## src/rtl/gcbp_subimage_sequencer_if.sv

```systemverilog
// Line/frame event inputs and sub-image row outputs of the GCBP vertical sub-image sequencer.
// The master side is the line/frame detector; the slave side is the sequencer.
interface gcbp_subimage_sequencer_if #(
    parameter int C_LINE_CNT_BITS = 10,
    parameter int C_LINE_IDX_BITS = 6,
    parameter int C_ADDR_BITS     = 9
);
    logic [C_LINE_CNT_BITS-1:0] i_line_cnt;
    logic                       i_new_line;
    logic                       i_new_frame;
    logic                       i_field_0;
    logic                       i_field0_only;

    logic                       o_row_active;
    logic [2:0]                 o_row_idx;
    logic [C_LINE_IDX_BITS-1:0] o_line_idx;
    logic [C_ADDR_BITS-1:0]     o_bram_addr;
    logic                       o_row_done;
    logic                       o_frame_done;
    logic                       o_err_short_frame;
    logic [1:0]                 o_next_frame_loc;
    logic [1:0]                 o_curr_frame_loc;
    logic [1:0]                 o_prev_frame_loc;

    modport master (
        output i_line_cnt, i_new_line, i_new_frame, i_field_0, i_field0_only,
        input  o_row_active, o_row_idx, o_line_idx, o_bram_addr, o_row_done,
               o_frame_done, o_err_short_frame, o_next_frame_loc, o_curr_frame_loc,
               o_prev_frame_loc
    );

    modport slave (
        input  i_line_cnt, i_new_line, i_new_frame, i_field_0, i_field0_only,
        output o_row_active, o_row_idx, o_line_idx, o_bram_addr, o_row_done,
               o_frame_done, o_err_short_frame, o_next_frame_loc, o_curr_frame_loc,
               o_prev_frame_loc
    );
endinterface

```

## src/rtl/gcbp_subimage_sequencer.sv

```systemverilog
// Vertical sub-image row sequencer: maps incoming lines to (row, line-in-row), produces the
// triple-buffered BRAM write address and rotates the next/curr/prev frame slots per complete frame.
module gcbp_subimage_sequencer #(
    parameter int C_NUM_ROWS      = 4,
    parameter int C_ROW_HEIGHT    = 64,
    parameter int C_EDGE_GAP      = 46,
    parameter int C_INTER_GAP     = 44,
    parameter int C_LINE_CNT_BITS = 10,
    parameter int C_ADDR_BITS     = 9
) (
    input  logic                            i_clk,
    input  logic                            i_resetn,
    gcbp_subimage_sequencer_if.slave        io_seq
);
    localparam int C_LINE_IDX_BITS = (C_ROW_HEIGHT > 1) ? $clog2(C_ROW_HEIGHT) : 1;
    localparam int C_START_BITS    = C_LINE_CNT_BITS + 2;
    localparam logic [C_START_BITS-1:0]    C_START0    = C_START_BITS'(C_EDGE_GAP);
    localparam logic [C_START_BITS-1:0]    C_PITCH     = C_START_BITS'(C_ROW_HEIGHT + C_INTER_GAP);
    localparam logic [C_LINE_IDX_BITS-1:0] C_LAST_LINE = C_LINE_IDX_BITS'(C_ROW_HEIGHT - 1);
    localparam logic [2:0]                 C_LAST_ROW  = 3'(C_NUM_ROWS - 1);

    if (2*C_EDGE_GAP + C_NUM_ROWS*C_ROW_HEIGHT + (C_NUM_ROWS-1)*C_INTER_GAP > 2**C_LINE_CNT_BITS)
    begin : g_bad_geometry
        $error("gcbp_subimage_sequencer: row geometry does not fit in the line counter range");
    end

    typedef enum logic [1:0] {S_WAIT_FRAME, S_GAP, S_CAPTURE, S_FRAME_END} state_t;

    state_t                     r_state, w_state_nxt;
    logic [2:0]                 r_row_idx, w_row_idx_nxt;
    logic [C_LINE_IDX_BITS-1:0] r_line_idx, w_line_idx_nxt;
    logic                       r_row_active, w_row_active_nxt;
    logic [C_START_BITS-1:0]    r_row_start, w_row_start_nxt;
    logic                       r_row_done, w_row_done_nxt;
    logic                       r_frame_done, w_frame_done_nxt;
    logic                       r_err, w_err_nxt;
    logic [1:0]                 r_next_loc, w_next_loc_nxt;
    logic [1:0]                 r_curr_loc, w_curr_loc_nxt;
    logic [1:0]                 r_prev_loc, w_prev_loc_nxt;
    logic [C_ADDR_BITS-1:0]     r_bram_addr, w_bram_addr_nxt;

    logic                       w_line_evt;
    logic [C_START_BITS-1:0]    w_line;

    function automatic logic [C_ADDR_BITS-1:0] f_addr(input logic [1:0] loc,
                                                      input logic [C_LINE_IDX_BITS-1:0] idx);
        return C_ADDR_BITS'(int'(loc) * C_ROW_HEIGHT + int'(idx));
    endfunction

    // Odd-field lines are invisible when capturing field 0 only.
    assign w_line_evt = io_seq.i_new_line & ~(io_seq.i_field0_only & ~io_seq.i_field_0);
    assign w_line     = C_START_BITS'(io_seq.i_line_cnt);

    always_comb begin
        w_state_nxt      = r_state;
        w_row_idx_nxt    = r_row_idx;
        w_line_idx_nxt   = r_line_idx;
        w_row_active_nxt = r_row_active;
        w_row_start_nxt  = r_row_start;
        w_row_done_nxt   = 1'b0;
        w_frame_done_nxt = 1'b0;
        w_err_nxt        = 1'b0;
        w_next_loc_nxt   = r_next_loc;
        w_curr_loc_nxt   = r_curr_loc;
        w_prev_loc_nxt   = r_prev_loc;
        w_bram_addr_nxt  = r_bram_addr;

        case (r_state)
            S_WAIT_FRAME: begin
                if (io_seq.i_new_frame) begin
                    w_state_nxt     = S_GAP;
                    w_row_idx_nxt   = '0;
                    w_row_start_nxt = C_START0;
                end
            end
            S_GAP: begin
                // A new frame always wins over a coincident line event.
                if (io_seq.i_new_frame) begin
                    w_err_nxt       = 1'b1;
                    w_row_idx_nxt   = '0;
                    w_row_start_nxt = C_START0;
                end else if (w_line_evt) begin
                    if (w_line == r_row_start) begin
                        w_state_nxt      = S_CAPTURE;
                        w_line_idx_nxt   = '0;
                        w_row_active_nxt = 1'b1;
                        w_bram_addr_nxt  = f_addr(r_next_loc, '0);
                    end else if (w_line > r_row_start) begin
                        w_err_nxt   = 1'b1;
                        w_state_nxt = S_WAIT_FRAME;
                    end
                end
            end
            S_CAPTURE: begin
                if (io_seq.i_new_frame) begin
                    w_err_nxt        = 1'b1;
                    w_row_active_nxt = 1'b0;
                    w_row_idx_nxt    = '0;
                    w_row_start_nxt  = C_START0;
                    w_state_nxt      = S_GAP;
                end else if (w_line_evt) begin
                    if (r_line_idx == C_LAST_LINE) begin
                        w_row_done_nxt   = 1'b1;
                        w_row_active_nxt = 1'b0;
                        if (r_row_idx == C_LAST_ROW) begin
                            w_frame_done_nxt = 1'b1;
                            w_state_nxt      = S_FRAME_END;
                        end else begin
                            w_row_idx_nxt   = r_row_idx + 3'd1;
                            w_row_start_nxt = r_row_start + C_PITCH;
                            w_state_nxt     = S_GAP;
                        end
                    end else begin
                        w_line_idx_nxt  = r_line_idx + C_LINE_IDX_BITS'(1);
                        w_bram_addr_nxt = f_addr(r_next_loc, r_line_idx + C_LINE_IDX_BITS'(1));
                    end
                end
            end
            S_FRAME_END: begin
                if (io_seq.i_new_frame) begin
                    w_prev_loc_nxt  = r_curr_loc;
                    w_curr_loc_nxt  = r_next_loc;
                    w_next_loc_nxt  = r_prev_loc;
                    w_row_idx_nxt   = '0;
                    w_row_start_nxt = C_START0;
                    w_state_nxt     = S_GAP;
                end
            end
            default: w_state_nxt = S_WAIT_FRAME;
        endcase
    end

    always_ff @(posedge i_clk) begin
        if (!i_resetn) begin
            r_state      <= S_WAIT_FRAME;
            r_row_idx    <= '0;
            r_line_idx   <= '0;
            r_row_active <= 1'b0;
            r_row_start  <= C_START0;
            r_row_done   <= 1'b0;
            r_frame_done <= 1'b0;
            r_err        <= 1'b0;
            r_next_loc   <= 2'd0;
            r_curr_loc   <= 2'd1;
            r_prev_loc   <= 2'd2;
        end else begin
            r_state      <= w_state_nxt;
            r_row_idx    <= w_row_idx_nxt;
            r_line_idx   <= w_line_idx_nxt;
            r_row_active <= w_row_active_nxt;
            r_row_start  <= w_row_start_nxt;
            r_row_done   <= w_row_done_nxt;
            r_frame_done <= w_frame_done_nxt;
            r_err        <= w_err_nxt;
            r_next_loc   <= w_next_loc_nxt;
            r_curr_loc   <= w_curr_loc_nxt;
            r_prev_loc   <= w_prev_loc_nxt;
        end
    end

    // The address is only meaningful while a row is active, so it carries no reset.
    always_ff @(posedge i_clk) begin
        r_bram_addr <= w_bram_addr_nxt;
    end

    assign io_seq.o_row_active      = r_row_active;
    assign io_seq.o_row_idx         = r_row_idx;
    assign io_seq.o_line_idx        = r_line_idx;
    assign io_seq.o_bram_addr       = r_bram_addr;
    assign io_seq.o_row_done        = r_row_done;
    assign io_seq.o_frame_done      = r_frame_done;
    assign io_seq.o_err_short_frame = r_err;
    assign io_seq.o_next_frame_loc  = r_next_loc;
    assign io_seq.o_curr_frame_loc  = r_curr_loc;
    assign io_seq.o_prev_frame_loc  = r_prev_loc;
endmodule

```

## src/flat_wrapper.sv

```systemverilog
// flat-port wrapper written by rule: the top's interface ports become plain ports
module gcbp_subimage_sequencer_flat 
#(
    parameter int C_NUM_ROWS      = 4,
    parameter int C_ROW_HEIGHT    = 64,
    parameter int C_EDGE_GAP      = 46,
    parameter int C_INTER_GAP     = 44,
    parameter int C_LINE_CNT_BITS = 10,
    parameter int C_ADDR_BITS     = 9
)
  (i_clk, i_resetn, io_seq_i_line_cnt, io_seq_i_new_line, io_seq_i_new_frame, io_seq_i_field_0, io_seq_i_field0_only, io_seq_o_row_active, io_seq_o_row_idx, io_seq_o_line_idx, io_seq_o_bram_addr, io_seq_o_row_done, io_seq_o_frame_done, io_seq_o_err_short_frame, io_seq_o_next_frame_loc, io_seq_o_curr_frame_loc, io_seq_o_prev_frame_loc);
  gcbp_subimage_sequencer_if #(.C_LINE_CNT_BITS(C_LINE_CNT_BITS), .C_LINE_IDX_BITS(6), .C_ADDR_BITS(C_ADDR_BITS)) io_seq_i ();
  input  logic i_clk;
  input  logic i_resetn;
  input wire logic [$bits(io_seq_i.i_line_cnt)-1:0] io_seq_i_line_cnt;
  input wire logic [$bits(io_seq_i.i_new_line)-1:0] io_seq_i_new_line;
  input wire logic [$bits(io_seq_i.i_new_frame)-1:0] io_seq_i_new_frame;
  input wire logic [$bits(io_seq_i.i_field_0)-1:0] io_seq_i_field_0;
  input wire logic [$bits(io_seq_i.i_field0_only)-1:0] io_seq_i_field0_only;
  output wire logic [$bits(io_seq_i.o_row_active)-1:0] io_seq_o_row_active;
  output wire logic [$bits(io_seq_i.o_row_idx)-1:0] io_seq_o_row_idx;
  output wire logic [$bits(io_seq_i.o_line_idx)-1:0] io_seq_o_line_idx;
  output wire logic [$bits(io_seq_i.o_bram_addr)-1:0] io_seq_o_bram_addr;
  output wire logic [$bits(io_seq_i.o_row_done)-1:0] io_seq_o_row_done;
  output wire logic [$bits(io_seq_i.o_frame_done)-1:0] io_seq_o_frame_done;
  output wire logic [$bits(io_seq_i.o_err_short_frame)-1:0] io_seq_o_err_short_frame;
  output wire logic [$bits(io_seq_i.o_next_frame_loc)-1:0] io_seq_o_next_frame_loc;
  output wire logic [$bits(io_seq_i.o_curr_frame_loc)-1:0] io_seq_o_curr_frame_loc;
  output wire logic [$bits(io_seq_i.o_prev_frame_loc)-1:0] io_seq_o_prev_frame_loc;
  assign io_seq_i.i_line_cnt = io_seq_i_line_cnt;
  assign io_seq_i.i_new_line = io_seq_i_new_line;
  assign io_seq_i.i_new_frame = io_seq_i_new_frame;
  assign io_seq_i.i_field_0 = io_seq_i_field_0;
  assign io_seq_i.i_field0_only = io_seq_i_field0_only;
  assign io_seq_o_row_active = io_seq_i.o_row_active;
  assign io_seq_o_row_idx = io_seq_i.o_row_idx;
  assign io_seq_o_line_idx = io_seq_i.o_line_idx;
  assign io_seq_o_bram_addr = io_seq_i.o_bram_addr;
  assign io_seq_o_row_done = io_seq_i.o_row_done;
  assign io_seq_o_frame_done = io_seq_i.o_frame_done;
  assign io_seq_o_err_short_frame = io_seq_i.o_err_short_frame;
  assign io_seq_o_next_frame_loc = io_seq_i.o_next_frame_loc;
  assign io_seq_o_curr_frame_loc = io_seq_i.o_curr_frame_loc;
  assign io_seq_o_prev_frame_loc = io_seq_i.o_prev_frame_loc;
  gcbp_subimage_sequencer #(.C_NUM_ROWS(C_NUM_ROWS), .C_ROW_HEIGHT(C_ROW_HEIGHT), .C_EDGE_GAP(C_EDGE_GAP), .C_INTER_GAP(C_INTER_GAP), .C_LINE_CNT_BITS(C_LINE_CNT_BITS), .C_ADDR_BITS(C_ADDR_BITS)) u_core (.i_clk(i_clk), .i_resetn(i_resetn), .io_seq(io_seq_i));
endmodule
```

## config.mk

```make
export PLATFORM = sky130hd
export DESIGN_NAME = gcbp_subimage_sequencer_flat
export DESIGN_NICKNAME = d
export VERILOG_FILES = /design/src/rtl/gcbp_subimage_sequencer_if.sv /design/src/rtl/gcbp_subimage_sequencer.sv /design/src/flat_wrapper.sv
export SDC_FILE = /design/constraint.sdc
export NUM_CORES = 1
export LEC_CHECK = 0
export CORE_ASPECT_RATIO = 0.5
export CORE_UTILIZATION = 30
export DETAILED_ROUTE_END_ITERATION = 8
export GPL_TIMING_DRIVEN = 0
export PLACE_DENSITY = 0.58
export SETUP_SLACK_MARGIN = 0.3
export SKIP_LAST_GASP = 1
export SLEW_MARGIN = 5
export SYNTH_ARGS = -nofsm -noshare
export SYNTH_HDL_FRONTEND = slang
export SYNTH_SLANG_ARGS = --single-unit
```

## constraint.sdc

```tcl
create_clock -name i_clk -period 3.2 [get_ports i_clk]
set_input_delay 0.48 -clock i_clk [delete_from_list [all_inputs] [get_ports i_clk]]
set_output_delay 0.48 -clock i_clk [all_outputs]
set_load 0.01 [all_outputs]
```

==> results.yml <==
sta:
  finalHoldViolations: 0
  rsz0062_at_grt: "no"
  clock_skew_ns: 0.00420
  setup_ws_ns: 0.486
  max_freq_ghz: 0.369
  worst_pin_slew_ns: 0.530
  whs_ns: 0.424
  period_needed_ns: 2.71
  layout_worst_path_cycle_share_pct: 84.8
  maxSlewViolCount: 0
  finalSetupViolCount: 0
  slew_headroom_pct: 63.6
floorplanning:
  row_count: 21
  dieArea_sq_mm: 0.00743
  die_x_microns: 121
  design.portCount: 44
  start_util_pct: 31.4
  core_area_sq_mm: 0.00675
  die_h_microns: 61.4
worst_setup_path:
  arrival_ns: 2.71
  cp-start-kind: "input pin"
  cp-end-kind: "flop"
  crit_buf_inv: 2
  crit_slowest_cell: "or4b_2"
  path_cells: "clkdlybuf4s50_1, ha_1, or4b_2, nor3_2, mux2i_1, nor2_4, buf_12"
  cp_max_fo: 11
  cp_top_family: "simple AND/OR/NAND/NOR gates"
  slowest_delay_ns: 0.60
  worstSetupPathType: "in2reg"
  crit_required_ns: 3.20
yosys:
  synth_fp_nets: 270
  ys_ff_latch: 40
  avgSynthCellArea_sq_um: 8.94
  postSynthCellCount: 237
  yosysSeqAreaShare_pct: 41.6
  postSynth.asyncResetShare_pct: 0
  synth_cell_types: 43
  yosysWarnings: 0
  ys.flop_type: "dfxtp_1"
  synth-edff-count: 8
  synthesis.area_sq_mm: 0.00212
flow_run:
  maxCapViolCount: 0
cts:
  cts_max_path_buffers: 2
  clk_pin_slew_ns: 0.06
  cts_sinks: 40
  cts_tree: "built"
  cts_root_buffer: "clkbuf_16"
  cts_buffers: 5
  htree_levels: 2
  cts_hold_buf: 0
  clk_latency_ns: 0.28
placement:
  place_hpwl_mm: 3.48
  gp_congestion: 0.770
  portBuffers: 42
  place_ws_ns: -0.320
worst_hold_path:
  hp-class: "reg2reg"
global_routing:
  grt_pass1_wl_mm: 7.82
  grt_antenna_before_repair: 0
  grt_max_degree: 14
  gr-total-overflow: 0
  grt_pass1_vias: 1666
  grtUsageTotal_pct: 13.5
routing:
  routed_wl_mm: 4.68
  vias: 1823
  wl_per_cell_microns: 12.3
  vias_per_cell: 4.80
  drt-initial-drc-count: 80
  drt-pass1-iter-count: 4
  route.detailed.drc: 0
  ant_nets: 0
cells_and_area:
  num-fill-cells: 647
  diodes: 0
  drive_gt1_share_pct: 7.99
  finish.utilization_pct: 42.2
  nNetsFinal: 320
  areaGrowthSynthToFinish_pct: 34.5
pwr:
  powerDensity_mw_per_mm2: 439
  p_leak_uw: 0.00105
  peakVddDrop_v: 0.000175
outcome:
  status: "completed"
==> report_power, final <==
group | internal (uW) | total (uW) | leakage (uW) | switching (uW)
Combinational | 72.0 | 158 | 0.000620 | 86.5
Clock | 366 | 564 | 0.0000798 | 198
Sequential | 520 | 529 | 0.000352 | 8.90
Total | 958 | 1250 | 0.00105 | 293
==> cells by family after synthesis <==
family / synth area share (%)
other cells: 0.177
simple gates: 21.9
flops: 41.6
mux: 2.89
buf+inv: 6.02
compound gates: 15.3
fa+ha+maj: 10.0
xor+xnor: 2.07
==> timing repair <==
action | CTS | global route
pin swaps | 0 | 1
buffers inserted | 0 | 1
gates resized for setup | 2 | 0
setup endpoints to repair | 11 | 9
==> final timing paths <==
check	startpoint	end	slack, ns	cells after the start
setup / recovery	io_seq_i_line_cnt[1]	u_core.io_seq.o_bram_addr[0]$_SDFFCE_PN0P_	0.49	7
hold / removal	u_core.r_row_start[1]$_SDFFE_PN1P_	u_core.r_row_start[1]$_SDFFE_PN1P_	0.42	2
setup reg to reg	u_core.r_row_start[1]$_SDFFE_PN1P_	u_core.io_seq.o_bram_addr[0]$_SDFFCE_PN0P_	0.78	7
hold reg to reg	u_core.r_row_start[1]$_SDFFE_PN1P_	u_core.r_row_start[1]$_SDFFE_PN1P_	0.42	2
==> cell type report <==
| cell class | count | area (sq um) | share of cell area (%) |
|---|---|---|---|
| Clock inverter | 3 | 42.5 | 1.49 |
| Sequential cell | 40 | 881 | 30.9 |
| Multi-Input combinational cell | 171 | 1120 | 39.2 |
| Clock buffer | 5 | 125 | 4.39 |
| Buffer | 11 | 68.8 | 2.41 |
| Timing Repair Buffer | 43 | 440 | 15.5 |
| Inverter | 15 | 58.8 | 2.06 |
| Tap cell | 92 | 115 | 4.04 |
==> flip-flops by register name (all words and copies together), names as in the netlist <==
signal                           cells
u_core.r_row_start                  11
u_core.io_seq.o_bram_addr            8
u_core.io_seq.o_line_idx             6
u_core.io_seq.o_row_idx              3
u_core.io_seq.o_curr_frame_loc       2
u_core.io_seq.o_next_frame_loc       2
u_core.io_seq.o_prev_frame_loc       2
u_core.r_state                       2
u_core.io_seq.o_err_short_frame      1
u_core.io_seq.o_frame_done           1
u_core.io_seq.o_row_active           1
u_core.io_seq.o_row_done             1
==> tightest hold or removal path, cell delays in order, from the launching register on <==
cell     delay, ns
dfxtp_1       0.31
inv_1         0.05
nand2_1       0.04
==> Yosys cell counts (all sizes together) (2+ instances only) <==
cell type	count	area, sq um
inv	15	58.8
dfxtp	32	641
and3	2	12.5
a211oi	3	22.5
buf	7	53.8
nor2b	3	18.8
nor3	5	35.0
nand2	23	86.3
or3	6	42.5
o21ai	16	80.1
nor2	16	60.1
edfxtp	8	240
mux2i	5	50.1
nand3	17	85.1
xnor2	3	26.3
ha	17	213
clkbuf	4	15.0
or4	4	30.0
nand2b	4	25.0
o211ai	2	15.0
nor4	2	12.5
a21boi	7	52.6
nand4	5	31.3
a21oi	13	65.1
xor2	2	17.5
o31ai	5	37.5
==> per-layer routing <==
| layer | share of wire [%] | wire [microns] | GRT usage, % | vias up |
|---|---|---|---|---|
| met1 | 49 | 2310 | 17.5 | 843 |
| met5 | 0 | 0 | 0 | - |
| met4 | 0.81 | 38 | 3.70 | 0 |
| li1 | - | - | - | 949 |
| met2 | 46 | 2170 | 23.2 | 27 |
| met3 | 3.4 | 161 | 3.06 | 4 |
==> cell usage in the layout, fill, tap and decap left out, drive strengths merged, types with 4 or more instances in the layout <==
cell type       n
dfxtp          32
a21oi          13
ha             17
mux2i           5
clkbuf          9
inv            15
o21ai          16
o31ai           5
nor3            5
edfxtp          8
nand2b          4
nor2           16
or3             6
nand4           5
or4             4
clkdlybuf4s50  42
buf             8
nand3          17
nand2          23
a21boi          7
==> through the flow <==
stage | power [uW] | TNS (ns) | area, sq um | std cells
after floorplan | 645 | 0 | 2120 | 237
after global placement | 695 | -3.56 | 2660 | 371
after detailed placement | 695 | -3.40 | 2660 | 371
after CTS | 1260 | 0 | 2830 | 379
after global routing | 1310 | 0 | 2850 | 380
final | 1250 | 0 | 2850 | 380
Power figures use the tool's default switching activity.
